<file path="src/rtl/rxdata_pkg.sv">
// Shared definitions for the hex-number link: frame parser state encoding,
// ASCII framing constants and the hex digit table used in both directions.
package rxdata_pkg;

    typedef enum logic [1:0] {
        S_IDLE = 2'd0,
        S_ZERO = 2'd1,
        S_HEX  = 2'd2
    } state_t;

    localparam logic [7:0] ASC_CR = 8'h0d;
    localparam logic [7:0] ASC_LF = 8'h0a;
    localparam logic [7:0] ASC_0  = 8'h30;
    localparam logic [7:0] ASC_LX = 8'h78;
    localparam logic [7:0] ASC_UX = 8'h58;

    // True for '0'-'9', 'a'-'f', 'A'-'F'.
    function automatic logic is_hex(input logic [7:0] c);
        return ((c >= 8'h30) && (c <= 8'h39)) ||
               ((c >= 8'h41) && (c <= 8'h46)) ||
               ((c >= 8'h61) && (c <= 8'h66));
    endfunction

    // Nibble value of a hex digit; only meaningful when is_hex(c) holds.
    // Letters of either case have c[3:0] = 1..6, so adding 9 gives 10..15.
    function automatic logic [3:0] hex_to_nib(input logic [7:0] c);
        if (c <= 8'h39)
            return c[3:0];
        else
            return c[3:0] + 4'd9;
    endfunction

    // Reverse direction of the same table, used by the transmitter.
    function automatic logic [7:0] nib_to_hex(input logic [3:0] n);
        if (n < 4'd10)
            return 8'h30 + {4'd0, n};
        else
            return 8'h57 + {4'd0, n};
    endfunction

endpackage

</file>
<file path="src/rtl/rxdata.sv">
// ASCII hex frame parser: "0x" + 1..8 hex digits + CR/LF -> 32-bit value.
// Malformed, overlong or timed-out frames are dropped with an o_err pulse.
module rxdata
    import rxdata_pkg::*;
#(
    parameter logic [31:0] TIMEOUT = 32'd1_000_000
) (
    input  logic        i_clk,
    input  logic        i_reset,
    input  logic        i_stb,
    input  logic [7:0]  i_byte,
    output logic        o_stb,
    output logic [31:0] o_data,
    output logic [3:0]  o_ndigits,
    output logic        o_err,
    output logic        o_busy
);

    state_t      r_state;
    state_t      w_state_nxt;
    logic [31:0] r_acc;
    logic [31:0] w_acc_nxt;
    logic [3:0]  r_cnt;
    logic [3:0]  w_cnt_nxt;
    logic [31:0] r_tmo;
    logic        w_stb_nxt;
    logic        w_err_nxt;
    logic        w_load;
    logic        w_expire;

    // A frame in progress has gone quiet for TIMEOUT clocks; a byte arriving
    // on the same cycle takes priority because i_stb is tested first below.
    assign w_expire = (TIMEOUT != 32'd0) && (r_state != S_IDLE) && (r_tmo == TIMEOUT);

    assign o_busy = (r_state != S_IDLE);

    // State register.
    always_ff @(posedge i_clk) begin
        if (i_reset)
            r_state <= S_IDLE;
        else
            r_state <= w_state_nxt;
    end

    // Next-state, accumulator update and output pulse decisions.
    always_comb begin
        w_state_nxt = r_state;
        w_acc_nxt   = r_acc;
        w_cnt_nxt   = r_cnt;
        w_stb_nxt   = 1'b0;
        w_err_nxt   = 1'b0;
        w_load      = 1'b0;
        if (i_stb) begin
            unique case (r_state)
                S_IDLE: begin
                    if (i_byte == ASC_0)
                        w_state_nxt = S_ZERO;
                end
                S_ZERO: begin
                    if ((i_byte == ASC_LX) || (i_byte == ASC_UX)) begin
                        w_state_nxt = S_HEX;
                        w_acc_nxt   = 32'd0;
                        w_cnt_nxt   = 4'd0;
                    end else if (i_byte != ASC_0) begin
                        w_state_nxt = S_IDLE;
                        w_err_nxt   = 1'b1;
                    end
                end
                S_HEX: begin
                    if (is_hex(i_byte)) begin
                        if (r_cnt < 4'd8) begin
                            w_acc_nxt = {r_acc[27:0], hex_to_nib(i_byte)};
                            w_cnt_nxt = r_cnt + 4'd1;
                        end else begin
                            w_state_nxt = S_IDLE;
                            w_err_nxt   = 1'b1;
                        end
                    end else if ((i_byte == ASC_CR) || (i_byte == ASC_LF)) begin
                        w_state_nxt = S_IDLE;
                        if (r_cnt != 4'd0) begin
                            w_stb_nxt = 1'b1;
                            w_load    = 1'b1;
                        end else begin
                            w_err_nxt = 1'b1;
                        end
                    end else begin
                        w_state_nxt = S_IDLE;
                        w_err_nxt   = 1'b1;
                    end
                end
                default: w_state_nxt = S_IDLE;
            endcase
        end else if (w_expire) begin
            w_state_nxt = S_IDLE;
            w_err_nxt   = 1'b1;
        end
    end

    // Accumulator, digit count and registered outputs.
    always_ff @(posedge i_clk) begin
        if (i_reset) begin
            r_acc     <= 32'd0;
            r_cnt     <= 4'd0;
            o_stb     <= 1'b0;
            o_err     <= 1'b0;
            o_data    <= 32'd0;
            o_ndigits <= 4'd0;
        end else begin
            r_acc <= w_acc_nxt;
            r_cnt <= w_cnt_nxt;
            o_stb <= w_stb_nxt;
            o_err <= w_err_nxt;
            if (w_load) begin
                o_data    <= r_acc;
                o_ndigits <= r_cnt;
            end
        end
    end

    // Inter-byte timer: cleared by every byte and while idle.
    always_ff @(posedge i_clk) begin
        if (i_reset || i_stb || (r_state == S_IDLE))
            r_tmo <= 32'd0;
        else
            r_tmo <= r_tmo + 32'd1;
    end

endmodule

</file>
<file path="config.mk">
export PLATFORM = sky130hd
export DESIGN_NAME = rxdata
export DESIGN_NICKNAME = d
export VERILOG_FILES = /design/src/rtl/rxdata_pkg.sv /design/src/rtl/rxdata.sv
export SDC_FILE = /design/constraint.sdc
export NUM_CORES = 1
export LEC_CHECK = 0
export BUFFER_PORTS_ARGS = -buffer_cell sky130_fd_sc_hd__buf_4
export CAP_MARGIN = 20
export CORE_ASPECT_RATIO = 0.75
export CORE_MARGIN = 8
export CORE_UTILIZATION = 35
export CTS_CLUSTER_DIAMETER = 100
export DETAILED_ROUTE_END_ITERATION = 12
export PLACE_DENSITY = 0.6
export REMOVE_ABC_BUFFERS = 1
export SYNTH_ARGS = -nofsm -noshare
export SYNTH_HDL_FRONTEND = slang
export SYNTH_SLANG_ARGS = --single-unit
</file>
<file path="constraint.sdc">
create_clock -name i_clk -period 2.7 [get_ports i_clk]
set_input_delay 0 -clock i_clk [delete_from_list [all_inputs] [get_ports i_clk]]
set_output_delay 0 -clock i_clk [all_outputs]
set_load 0.01 [all_outputs]
</file>
After elaboration in Yosys (flattened, before gate mapping). Cells that the tools add are included.

Flip-flop bits (word level): 108. Bits of input ports: 11. Output and inout port bits: 39. Word-level logic and storage cells: 81.

Add/subtract/negate cells: 3. $lt $le $gt $ge: 7. Eq/ne operators: 15. Mux-type cells: 31. Reductions and logical operators: 17.

Operators by type and width (count): two-way mux 32 bit (3); case mux 32 bit (2 select lines) (1); adder 32 x 1 -> 32 bit (second input constant) (1); == test 32 x 20 -> 1 bit (second input constant) (1); == test 8 x 4 -> 1 bit (second input constant) (2); == test 8 x 7 -> 1 bit (second input constant) (2); greater-or-equal comparator 8 x 7 -> 1 bit (second input constant) (2); <= comparator 8 x 7 -> 1 bit (second input constant) (2); two-way mux 4 bit (4); two-way mux 2 bit (7); two-way mux 1 bit (13); == test 8 x 6 -> 1 bit (second input constant) (1); greater-or-equal comparator 8 x 6 -> 1 bit (second input constant) (1); <= comparator 8 x 6 -> 1 bit (second input constant) (1); inequality test 4 bit (second input constant) (2); inequality test 8 x 6 -> 1 bit (second input constant) (1); case mux 4 bit (2 select lines) (1); logical OR 1 bit (6); inequality test 2 bit (second input constant) (3); case mux 2 bit (3 select lines) (1); nonzero test 2 bit (3); AND reduction 5 bit (1); adder 4 x 1 -> 4 bit (second input constant) (1); adder 4 bit (second input constant) (1); 9 further kinds (12).

Logic depth before layout (Yosys ltp). Gate-level depths: netlist of the first run.

Word-level depth: 7. Gate-level depth with buffers: 9. Gate-level depth less buffers: 7.

Least setup slack after synthesis of the first run. Ideal clock, no wire load.

Path type: register -> register. From: register r_cnt[3]. To: register r_acc[10]. Data arrival time: 1.899 ns. Data required time: 2.583 ns. Path slack: 0.684 ns. Cell stages (with the launch flop): 7. Buffers on the path: 1. Path through: dfxtp_1 > or4b_4 > a211oi_4 > o221ai_2 > a31o_2 > buf_6 > a22o_1.

Cells in the longest elaborated chain, start to end: 3.

RTL lines: from (decl) (RTL line rxdata.sv:23) `logic [3:0] r_cnt;`; from (signal assigned) (RTL line rxdata.sv:110) `r_cnt <= w_cnt_nxt;`; less-than comparator 4 bit (RTL line rxdata.sv:71) `if (r_cnt < 4'd8) begin`; inequality test 2 bit (no line); AND reduction 5 bit (no line); to (signal assigned) (RTL line rxdata.sv:109) `r_acc <= w_acc_nxt;`; to (decl) (RTL line rxdata.sv:21) `logic [31:0] r_acc;`.

Every way passes these cells. A chain may end at the register's enable or synchronous reset.

Worst setup path in the final report of the first run.
From: register r_cnt[3]. To: register r_acc[30].

The elaborated chain is that of the path after synthesis.

==> metrics.yaml, run 1 <==
cp-endpoint: "r_acc[30]"
r2r_cells: 5
cts_htree_levels: 3
synth_area_leader_cell: "dfxtp_1"
detail_route.wirelength_um: 9810
maxCapViolCount: 0
worst_pin_slew_ps: 887
final_common_cell: "dfxtp_1"
path_clk_slew_ps: 80
yosys.cell_types.count: 46
crit_arrival_ps: 2500
viasPerCell: 5.00
start_kind: "flip-flop"
clock_latency_ps: 340
clockBufferDepth: 2
cts_root_buf: "clkbuf_16"
finalCritPeriodShare_pct: 83.7
initial_core_util_pct: 35.2
fin_crit_ps: 2260
ff2ff_setup_slack_ps: 440
rows: 36
drive_gt1_share_pct: 15.4
grt_pass1_wl_um: 16600
relSlewSlack_pct: 40.4
die_h_um: 114
cts_resized: 0
p_switching_uw: 660
antenna_found_initial: 0
syn_inst: 499
intPower_uw: 2350
synth_edf_count: 0
power.density_mw_per_mm2: 567
status: "finished, final reports clean"
reg2reg_to: "r_acc[30]"
worst-path-stages: 5
hold_class: "input port to flip-flop"
track_usage_pct: 11.8
crit_slowest_cell: "or4b_4"
hold_viol: 0
rsz0062_at_grt: "no"
drcViolationCount: 0
numCtsBuffers: 9
layout_setup_ws_ps: 439
syn_area_mm2: 0.00450
critical-path-top-delay-family: "compound AO/OA/AOI/OAI gates"
via_count: 3577
comb_power_share_pct: 2.7
async_flop_share_pct: 0
vdd_drop_max_mv: 0.405
wl_per_cell_um: 13.7
cpPeakStageDelay_ps: 560
avgSynthCellArea_um2: 9.03
grt_max_degree: 46
path_cells: "or4b_4 > a211oi_4 > o221ai_2 > a31o_2 > a22o_1"
critPathLaunch: "r_cnt[3]"
cts_setup_buffers: 0
num-fill-cells: 1317
path_buf_inv: 0
final_max_slew_viol_count: 0
reg2reg_from: "r_cnt[3]"
p_sw_share_pct: 21.9
share_seq_of_total_power_pct: 52.8
yosysWarningCount: 0
drtIter0Drc: 250
nets: 562
synth_ff_type: "dfxtp_1"
core_mm2: 0.0128
fmax_ghz: 0.442
cp_max_fo: 33
syn2layout_area_growth_pct: 18.1
final_util_pct: 41.6
finClkSkew_ps: 7.79
ioPinCount: 50
postCtsHoldBufs: 0
gr-total-overflow: 0
dr.pass1.iters: 4
finalSetupViolations: 0
layout_common_cells: "dfxtp_1 (108), nand2_1 (90), buf_4 (54)"
yosysTopAreaCellShare_pct: 48.0
diodes: 0
pwr-share-clk_pct: 44.5
die_width_um: 147
fin_setup_tns_ps: 0
io_buffers: 49
p_leak_uw: 0.00193
endpoint_kind: "flip-flop"
ant_nets: 0
clkSinkCount: 108
dieArea_mm2: 0.0168
cts_tree: "built"
synth_area_leaders: "dfxtp_1 (48%), nand2_1 (7.5%), a22o_1 (6.4%), a21oi_1 (4.3%), xor2_1 (3.9%)"
required_ps: 2940
place_hpwl_um: 6880
seq_area_frac_synth_pct: 48.0
dpl_worst_slack_ps: 450
grt_pass1_vias: 3407
crit_type: "flip-flop to flip-flop"
ys_seq_elements: 108
globalplace.congestion: 0.780
-- worst min-delay path: cells and delay by family --
family | cells | cell delay, ps
buffers and inverters | 1 | 150
AND/OR/NAND/NOR | 1 | 80
multiplexers | 1 | 70
-- synth_stat cells, types with 7 or more instances --
master and instances:
dfxtp_1 108, nand2_1 90, a21oi_1 39, nor2_1 35, a22o_1 33, nand3_1 21, xor2_1 20, clkbuf_1 18
inv_1 14, nand4_1 13, ha_1 12, and3_1 9, nor3_1 8, xnor2_1 7
-- registers in the layout, summed over array words and instances (netlist names) --
register   flops
r_state        2
o_stb          1
o_err          1
r_cnt          4
r_tmo         32
o_ndigits      4
o_data        32
r_acc         32
-- cells by family (layout without fill, tap and decap cells) --
family | Yosys count | after routing | synth area share, %
simple gates | 212 | 212 | 23.1
flops | 108 | 108 | 48.0
compound gates | 95 | 95 | 14.9
buf+inv | 40 | 85 | 4.25
xor+xnor | 27 | 27 | 5.25
fa+ha+maj | 12 | 12 | 3.33
mux | 5 | 5 | 1.17
-- power groups by stage --
stage	Sequential (µW)	Clock (µW)	Combinational, µW
3_5_place_dp	1630	0	80.6
6_report	1590	1340	81.3
3_3_place_gp	1630	0	79.1
5_1_grt	1590	1450	89.6
4_1_cts	1590	1380	81.0
2_1_floorplan	1630	0	38.5
-- how the worst min path moves through the flow --
stage | cells after the start | startpoint | to | slack (ps)
after global placement | 3 | i_stb | r_state[1] | 350
final | 3 | i_stb | r_state[1] | 10
after floorplan | 1 | i_reset | o_data[0] | 70
after detailed placement | 3 | i_stb | r_state[1] | 370
after global routing | 3 | i_stb | r_state[1] | 10
after CTS | 3 | i_stb | r_state[1] | 6
-- final cells by class --
type                       count  area (µm²)  area share [%]
timing repair buffer          55         425            8.00
clock inverter                 7        85.1            1.60
tap                          171         214            4.02
clock buffer                   9         225            4.24
inverter                      14        52.6           0.988
multi-input combinational    351        2150            40.5
sequential                   108        2160            40.7
-- layer usage --
| metal | vias to the layer above | routed length [µm] | track usage (%) |
|---|---|---|---|
| met2 | 64 | 4140 | 17.4 |
| met1 | 1672 | 5100 | 16.1 |
| met5 | - | 0 | 0 |
| met3 | 10 | 415 | 3.52 |
| met4 | 0 | 145 | 3.73 |
| li1 | 1831 | - | - |
-- through the flow --
| stage | instances | cell area [µm²] | hold slack, ps | power [µW] |
|---|---|---|---|---|
| final | 715 | 5320 | 14.6 | 3010 |
| after global routing | 715 | 5320 | 14.4 | 3130 |
| after CTS | 715 | 5320 | 5.77 | 3050 |
| after detailed placement | 699 | 5010 | 374 | 1710 |
| after global placement | 699 | 5010 | 345 | 1710 |
| after floorplan | 473 | 4370 | 69.1 | 1670 |
(Power assumes the default switching activity.)
==> inputs of run 2 (changes only) <==
- PLACE_DENSITY: 0.6 -> 0.62
- clock period: 2.7 -> 1.9 ns (I/O delays scaled with it)
==> run 2 against run 1 <==
The flow now finishes with violations (negative setup slack); core utilization increased by 3.1 points; critical endpoint is now r_acc[18]; largest power group unchanged; die area unchanged; global-route usage increased by 0.088 points; cell count increased by 3.8%; highest routed layer unchanged.
==> metrics.yaml, run 2 (same netlist as run 1, synthesis figures left out) <==
cp-endpoint: "r_acc[18]"
maxCapViolCount: 0  # unchanged
diodes: 0  # unchanged
clkSinkCount: 108  # unchanged
wl_per_cell_um: 14.6  # +6.7%
core_mm2: 0.0128  # unchanged
rsz0062_at_grt: "yes"
die_h_um: 114  # unchanged
dieArea_mm2: 0.0168  # unchanged
drtIter0Drc: 270  # +8.0%
final_cells: 742  # +3.8%
track_usage_pct: 11.9  # +0.088 points
antenna_found_initial: 0  # unchanged
worst_pin_slew_ps: 540  # -347 ps
ff2ff_setup_slack_ps: -120  # -560 ps
detail_route.wirelength_um: 10900  # +11%
cts_tree: "built"
hold_viol: 0  # unchanged
grt_max_degree: 40  # -13%
numCtsBuffers: 9  # unchanged
globalplace.congestion: 0.824  # +5.7%
status: "finished with violations"
syn2layout_area_growth_pct: 26.9
place_hpwl_um: 7050  # +2.4%
initial_core_util_pct: 35.2  # unchanged
nets: 589  # +4.8%
gr-total-overflow: 0  # unchanged
top_regs: "o_data: 32 flops, r_acc: 32 flops, r_tmo: 32 flops"
endpoint_kind: "flip-flop"
finalCritPeriodShare_pct: 106  # +23 points
path_buf_inv: 1  # +1
crit_arrival_ps: 2260  # -240 ps
path_cells: "or4b_4 > a211oi_4 > o221ai_2 > a31o_2 > buf_12 > a22o_1"
hold_class: "input port to flip-flop"
drcViolationCount: 0  # unchanged
clock_latency_ps: 340  # about the same
io_buffers: 49  # unchanged
reg2reg_to: "r_acc[18]"
ant_nets: 0  # unchanged
start_kind: "flip-flop"
dr.pass1.iters: 4  # unchanged
finClkSkew_ps: 5.23  # -2.56 ps
rows: 36  # unchanged
crit_slowest_cell: "or4b_4"
drive_gt1_share_pct: 23.1  # +7.7 points
cpPeakStageDelay_ps: 540  # -20 ps
layout_common_cells: "dfxtp_1 (107), nand2_1 (90), buf_4 (70)"
grt_pass1_vias: 3498  # +2.7%
final_common_cell: "dfxtp_1"
ioPinCount: 50  # unchanged
p_leak_uw: 0.00211  # +9.3%
finalSetupViolations: 35  # +35
path_clk_slew_ps: 70  # about the same
cp_max_fo: 33  # unchanged
reg2reg_from: "r_cnt[3]"
fmax_ghz: 0.495  # +12%
vdd_drop_max_mv: 0.450  # +11%
worst-path-stages: 6  # +1
die_width_um: 147  # unchanged
place_area_mm2: 0.00516  # +3.1%
fin_area_mm2: 0.00572  # +7.5%
cts_root_buf: "clkbuf_16"
final_util_pct: 44.7  # +3.1 points
grt_pass1_wl_um: 16800  # +1.1%
layout_setup_ws_ps: -119  # -558 ps
relSlewSlack_pct: 64.0  # +24 points
viasPerCell: 5.05  # +0.89%
final_max_slew_viol_count: 0  # unchanged
required_ps: 2140  # -800 ps
violations: "negative setup slack"
via_count: 3745  # +4.7%
critPathLaunch: "r_cnt[3]"
r2r_cells: 6  # +1
crit_type: "flip-flop to flip-flop"
cts_htree_levels: 3  # unchanged
critical-path-top-delay-family: "compound AO/OA/AOI/OAI gates"
fin_crit_ps: 2020  # -242 ps
power.density_mw_per_mm2: 729  # +29%
clockBufferDepth: 2  # unchanged
place_inst: 715  # +2.3%
## run 2: cell types whose count changed in the layout (fill, tap and decap cells not counted), moves of 3 or more
cell	before	now
a21oi_1	39	20
clkbuf_16	9	13
buf_4	54	70
buf_12	1	4
a21oi_2	0	19
clkinv_4	4	1
## run 2: routing by layer
metal	GRT usage [%]	vias to the layer above	share of wire (%)
li1	-	1883	-
met1	16.6	1770	52
met2	17.2	84	43
met3	3.08	8	4.5
met4	4.34	0	0.86
met5	0	-	0
## run 2: layout make-up
class / count / area, µm²
inverters: 14 / 52.6
fillers: 1284 / 7070
repair buffers: 82 / 753
flip-flops and latches: 108 / 2160
well taps: 171 / 214
clock buffers: 10 / 239
clock inverters: 6 / 45.0
multi-input cells: 351 / 2250
## run 2: worst min path at each step
stage                     slack, ps    endpoint  cells past startpoint     from
after floorplan                  70   o_data[0]                      1  i_reset
after global placement          270       o_err                      2  i_reset
after detailed placement        270    r_cnt[3]                      2  i_reset
after CTS                         1  r_state[1]                      3    i_stb
after global routing             20  r_state[0]                      3    i_stb
final                             5  r_state[1]                      3    i_stb
## run 2: timing repair
item / 4_1_cts / 5_1_grt
hold endpoints to repair: 2 / 0
gates resized for setup: 2 / 25
gates cloned: 0 / 7
hold buffers: 1 / 0
pin swaps: 2 / 18
endpoints found under the setup margin: 36 / 72
buffers inserted: 1 / 2
## run 2: tightest hold or removal path, stage by stage
cell and delay (ps):
buf_4 150, nand4_1 80, mux2i_1 70
## run 2: per-stage QoR
step	setup WS (ps)	TNS, ps	hold WS [ps]	power (µW)
finish	-119	-3700	4.86	4170
global route	-192	-7860	20.5	4320
CTS	-103	-3150	1.07	4200
floorplan	-456	-28410	69.1	2370
detailed placement	-161	-5220	272	2440
global placement	-122	-4180	267	2440
## run 2: power breakdown
part	internal (µW)	switching [µW]	leakage, µW	total (µW)
combinational	49.3	84.4	0.00110	134
sequential	2260	0.0430	0.000870	2260
clock	937	839	0.000144	1780
total	3250	924	0.00211	4170
